## config.mk

```make
export PLATFORM = sky130hd
export DESIGN_NAME = led_pwm_fader
export DESIGN_NICKNAME = d
export VERILOG_FILES = /design/src/rtl/led_pwm_fader.sv
export SDC_FILE = /design/constraint.sdc
export NUM_CORES = 1
export LEC_CHECK = 0
export ABC_CLOCK_PERIOD_IN_PS = 8810
export CAP_MARGIN = 20
export CORE_MARGIN = 1
export CORE_UTILIZATION = 55
export DETAILED_ROUTE_END_ITERATION = 10
export PLACE_DENSITY = 0.69
export RECOVER_POWER = 50
export SYNTH_ARGS = -nofsm -noshare
export SYNTH_HDL_FRONTEND = slang
export SYNTH_SLANG_ARGS = --single-unit
```

## constraint.sdc

```tcl
create_clock -name clk -period 8.81 [get_ports clk]
set_input_delay 2.2025 -clock clk [delete_from_list [all_inputs] [get_ports clk]]
set_output_delay 2.2025 -clock clk [all_outputs]
set_load 0.02 [all_outputs]
```

## src/rtl/led_pwm_fader.sv

```systemverilog
// PWM dimmer with linear per-channel fades between the blinker's raw LED pattern and the pins.
// Latency: 1 cycle input register; a level change reaches the pins at the next PWM period start (+1 cycle).
// Backpressure: none; every input is sampled each cycle.
module led_pwm_fader #(
    parameter int                 N_LEDS              = 7,
    parameter int                 PWM_BITS            = 8,
    parameter int                 FADE_DIV            = 105_000,
    parameter logic [N_LEDS-1:0]  IN_ACTIVE_LOW_MASK  = 7'b0111111,
    parameter logic [N_LEDS-1:0]  OUT_ACTIVE_LOW_MASK = 7'b0111111
) (
    input  logic                clk,
    input  logic                rst,
    input  logic [N_LEDS-1:0]   i_led_raw,
    input  logic [PWM_BITS-1:0] i_max_level,
    input  logic                i_fade_en,
    output logic [N_LEDS-1:0]   o_led,
    output logic                o_busy
);

    localparam int PRE_W = (FADE_DIV > 1) ? $clog2(FADE_DIV) : 1;
    localparam logic [PRE_W-1:0]    PRE_LAST = PRE_W'(FADE_DIV - 1);
    localparam logic [PRE_W-1:0]    PRE_ONE  = PRE_W'(1);
    localparam logic [PWM_BITS-1:0] PWM_LAST = PWM_BITS'((2 ** PWM_BITS) - 2);
    localparam logic [PWM_BITS-1:0] PWM_ONE  = PWM_BITS'(1);

    logic [N_LEDS-1:0]   req_q;
    logic [PWM_BITS-1:0] pwm_cnt;
    logic [PRE_W-1:0]    pre_cnt;
    logic                fade_tick;
    logic [PWM_BITS-1:0] level        [N_LEDS];
    logic [PWM_BITS-1:0] active_level [N_LEDS];
    logic [PWM_BITS-1:0] target       [N_LEDS];
    logic [PWM_BITS-1:0] level_nxt    [N_LEDS];
    logic [N_LEDS-1:0]   lit_nxt;
    logic [N_LEDS-1:0]   lit_q;
    logic [N_LEDS-1:0]   diff;
    logic                busy_q;

    always_comb begin
        fade_tick = (pre_cnt == PRE_LAST);
        for (int i = 0; i < N_LEDS; i++) begin
            target[i]    = req_q[i] ? i_max_level : '0;
            diff[i]      = (level[i] != target[i]);
            lit_nxt[i]   = (pwm_cnt < active_level[i]);
            level_nxt[i] = level[i];
            // Fading steps one level per tick and can never overshoot the target.
            if (!i_fade_en) begin
                level_nxt[i] = target[i];
            end else if (fade_tick) begin
                if (level[i] < target[i]) begin
                    level_nxt[i] = level[i] + PWM_ONE;
                end else if (level[i] > target[i]) begin
                    level_nxt[i] = level[i] - PWM_ONE;
                end
            end
        end
    end

    always_ff @(posedge clk) begin
        if (rst) begin
            req_q   <= '0;
            pwm_cnt <= '0;
            pre_cnt <= '0;
            lit_q   <= '0;
            busy_q  <= 1'b0;
            for (int i = 0; i < N_LEDS; i++) begin
                level[i]        <= '0;
                active_level[i] <= '0;
            end
        end else begin
            req_q   <= i_led_raw ^ IN_ACTIVE_LOW_MASK;
            pwm_cnt <= (pwm_cnt == PWM_LAST) ? '0 : pwm_cnt + PWM_ONE;
            pre_cnt <= fade_tick ? '0 : pre_cnt + PRE_ONE;
            lit_q   <= lit_nxt;
            busy_q  <= |diff;
            for (int i = 0; i < N_LEDS; i++) begin
                level[i] <= level_nxt[i];
                // Shadow copy keeps the duty constant within one PWM period.
                if (pwm_cnt == '0) begin
                    active_level[i] <= level[i];
                end
            end
        end
    end

    assign o_led  = lit_q ^ OUT_ACTIVE_LOW_MASK;
    assign o_busy = busy_q;

endmodule
```

==> flow_summary.yaml <==
power_and_ir_drop:
  p_comb_share_pct: 38.8
  switching_power_w: 0.000989
  p_int_w: 0.00176
  power_density_nw_per_um2: 231
  seqPwrFrac_pct: 32.5
  vdd.ir_drop.worst_mv: 0.142
  p_leak_nw: 5.18
  p_sw_share_pct: 36.0
  p_clk_share_pct: 28.7
worst_setup_path:
  arrival_ns: 6.31
  crit_path_start_kind: "input port"
  cp.required_ns: 8.87
  crit_start: "rst"
  rr_startpoint: "req_q[5]"
  endpoint_kind: "flop"
  worst-setup-path-type: "input port to flop"
  critical_path.max_fanout: 44
yosys:
  yosysMostFrequentCell: "ha_1"
  syn_inst: 1224
  synth_edf_count: 56
  synth_commonest_cells: "158 x ha_1, 147 x nor2_1, 100 x a21oi_1, 96 x dfxtp_1, 92 x nand2_1"
  ys_top_cells_by_area: "ha_1 18%, dfxtp_1 18%, edfxtp_1 16%"
  yosys_register_bits: 152
  syn-cell-area_um2: 10800
  synth-seq-area-share_pct: 33.2
  synth_cell_types: 72
  yosysTopAreaCell: "ha_1"
  async_reset_ff_share_pct: 0
  yosysWarnings: 0
  synth_fp_nets: 1407
  synth.top_cell.area_share_pct: 18.2
  synth_flop_cell: "dfxtp_1"
  avgSynthCellArea_um2: 8.86
detailed_routing:
  final_antenna_net_count: 0
  drc_errors: 0
  first_pass_iters: 5
  drtIter0Drc: 663
  viasPerCell: 5.72
  vias: 8579
  drt_wl_total_mm: 25.1
  post_drt_wl_per_cell_um: 16.7
floorplanning:
  start_util_pct: 57.0
  core_um2: 19000
  row_count: 50
  num_io_pins: 26
  fp.dieW_um: 142
  die_h_um: 142
  dieArea_um2: 20300
clock_tree:
  cts_root_buffer: "clkbuf_16"
  clock_latency_ns: 0.43
  cts-hold-fix-buffers: 0
  path_clk_slew_ns: 0.06
  cts_resized: 0
  clockBufferDepth: 2
  numCtsBuffers: 17
  clkSinkCount: 152
  cts_setup_buffers: 0
  cts_tree: "done"
  htree_levels: 4
sta:
  worst_pin_slew_ns: 2.57
  period_share_pct: 71.0
  relSlewSlack_pct: -71.6
  hold_viol_final: 0
  finClkSkew_ns: 0.0121
  fin_ws_ns: 2.56
  layout_min_cycle_time_ns: 6.25
  setup-tns-final_ns: 0
  rsz0062_at_grt: "false"
  max_freq_mhz: 160
  setup_viol: 0
  slew_violations: 87
place:
  post-place-ws_ns: 2.54
  post-dp-hpwl_mm: 17.6
  place_congestion: 0.851
  portBuffers: 25
grt:
  antenna_found_initial: 0
  grt_pass1_wl_mm: 41.6
  grt_max_degree: 79
  grt-ovfl-total: 0
  grt_pass1_vias: 8183
  track_usage_pct: 26.5
run_status:
  status: "finished with violations"
  violations: "capacitance limit, slew limit"
cells_and_area:
  drive_gt1_share_pct: 5.08
  n_fill_cell: 1659
  diodes: 0
  synthToLayoutAreaGrowth_pct: 9.49
  fin_nets: 1410
flow_run:
  max_cap_viol_count: 2
min_path:
  hp-class: "flop to flop"
  min_from: "pre_cnt[0]"
power by group through the flow:
stage / Combinational (W) / Clock [W] / Sequential, W
6_report: 0.00107 / 0.000788 / 0.000892
5_1_grt: 0.00122 / 0.000826 / 0.000903
4_1_cts: 0.00106 / 0.000797 / 0.000891
3_5_place_dp: 0.00105 / 0 / 0.000906
3_3_place_gp: 0.00103 / 0 / 0.000906
2_1_floorplan: 0.000874 / 0 / 0.000872
path summary, 6_finish.rpt:
path / to / slack, ns / depth (start not counted)
max: active_level[3][5] / 2.56 / 5
min: pre_cnt[0] / 0.45 / 1
min reg2reg: pre_cnt[0] / 0.45 / 1
max reg2reg: level[2][15] / 4.96 / 15
critical path: stages:
cell and delay, ns:
clkbuf_1 1.79, inv_1 0.60, clkbuf_1 0.45, nand2_1 0.63, buf_4 0.57
cell type report:
type                       count  area, µm²  share of cell area (%)
multi-input combinational    941       6710                    56.5
sequential                   152       3600                    30.4
clock buffer                  22        539                    4.54
tap                          260        325                    2.74
inverter                      85        319                    2.69
timing repair buffer          30        268                    2.26
clock inverter                10        109                   0.917
logic make-up after synthesis:
logic type | count (synthesis) | synth area share [%]
AOI/OAI and AO/OA | 277 | 17.1
xor gates and xnor gates | 59 | 4.84
adders and majority gates | 165 | 19.5
buffers and inverters | 131 | 4.91
DFF | 152 | 33.2
muxes | 15 | 1.41
and+or+nand+nor | 425 | 19.0
routing by layer:
layer | track usage [%] | wire length [µm] | vias to the layer above
li1 | - | - | 4344
met1 | 36.4 | 12300 | 4008
met2 | 42.8 | 11000 | 190
met3 | 4.51 | 1240 | 37
met4 | 7.70 | 531 | 0
met5 | 0 | 0 | -
cell usage in the layout, fill, tap and decap left out, types with 8 or more instances in the layout:
| cell type | count |
|---|---|
| o21a_1 | 11 |
| a21oi_1 | 100 |
| xnor2_1 | 27 |
| dfxtp_1 | 96 |
| inv_1 | 84 |
| and3_1 | 16 |
| nand3_1 | 31 |
| nand2_1 | 92 |
| a211oi_1 | 14 |
| xor2_1 | 31 |
| edfxtp_1 | 56 |
| clkdlybuf4s50_1 | 21 |
| nor2_1 | 147 |
| nor2b_1 | 14 |
| o21ai_0 | 48 |
| nand2b_1 | 10 |
| a211oi_2 | 14 |
| o21bai_1 | 8 |
| clkbuf_16 | 21 |
| nor3_1 | 25 |
| ha_1 | 158 |
| nand4_1 | 11 |
| a2111oi_0 | 8 |
| mux2i_1 | 13 |
| and2_1 | 24 |
| a21o_1 | 24 |
| and2_0 | 26 |
flip-flops by register name (all words and copies together) (netlist names):
register,count
active_level,56
o_busy,1
level,56
lit_q,7
pre_cnt,17
req_q,7
pwm_cnt,8
stage by stage:
step                      utilization [%]  instances  cell area, µm²  hold slack [ns]  power [W]
final                                62.4       1500           11900            0.449    0.00275
after global routing                 62.4       1500           11900            0.463    0.00295
after CTS                            62.5       1500           11900            0.454    0.00275
after detailed placement             59.1       1468           11200            0.440    0.00196
after global placement               59.1       1468           11200            0.435    0.00194
after floorplan                         -       1224           10800            0.418    0.00175
Note: power is estimated with default switching activity, not from simulation.
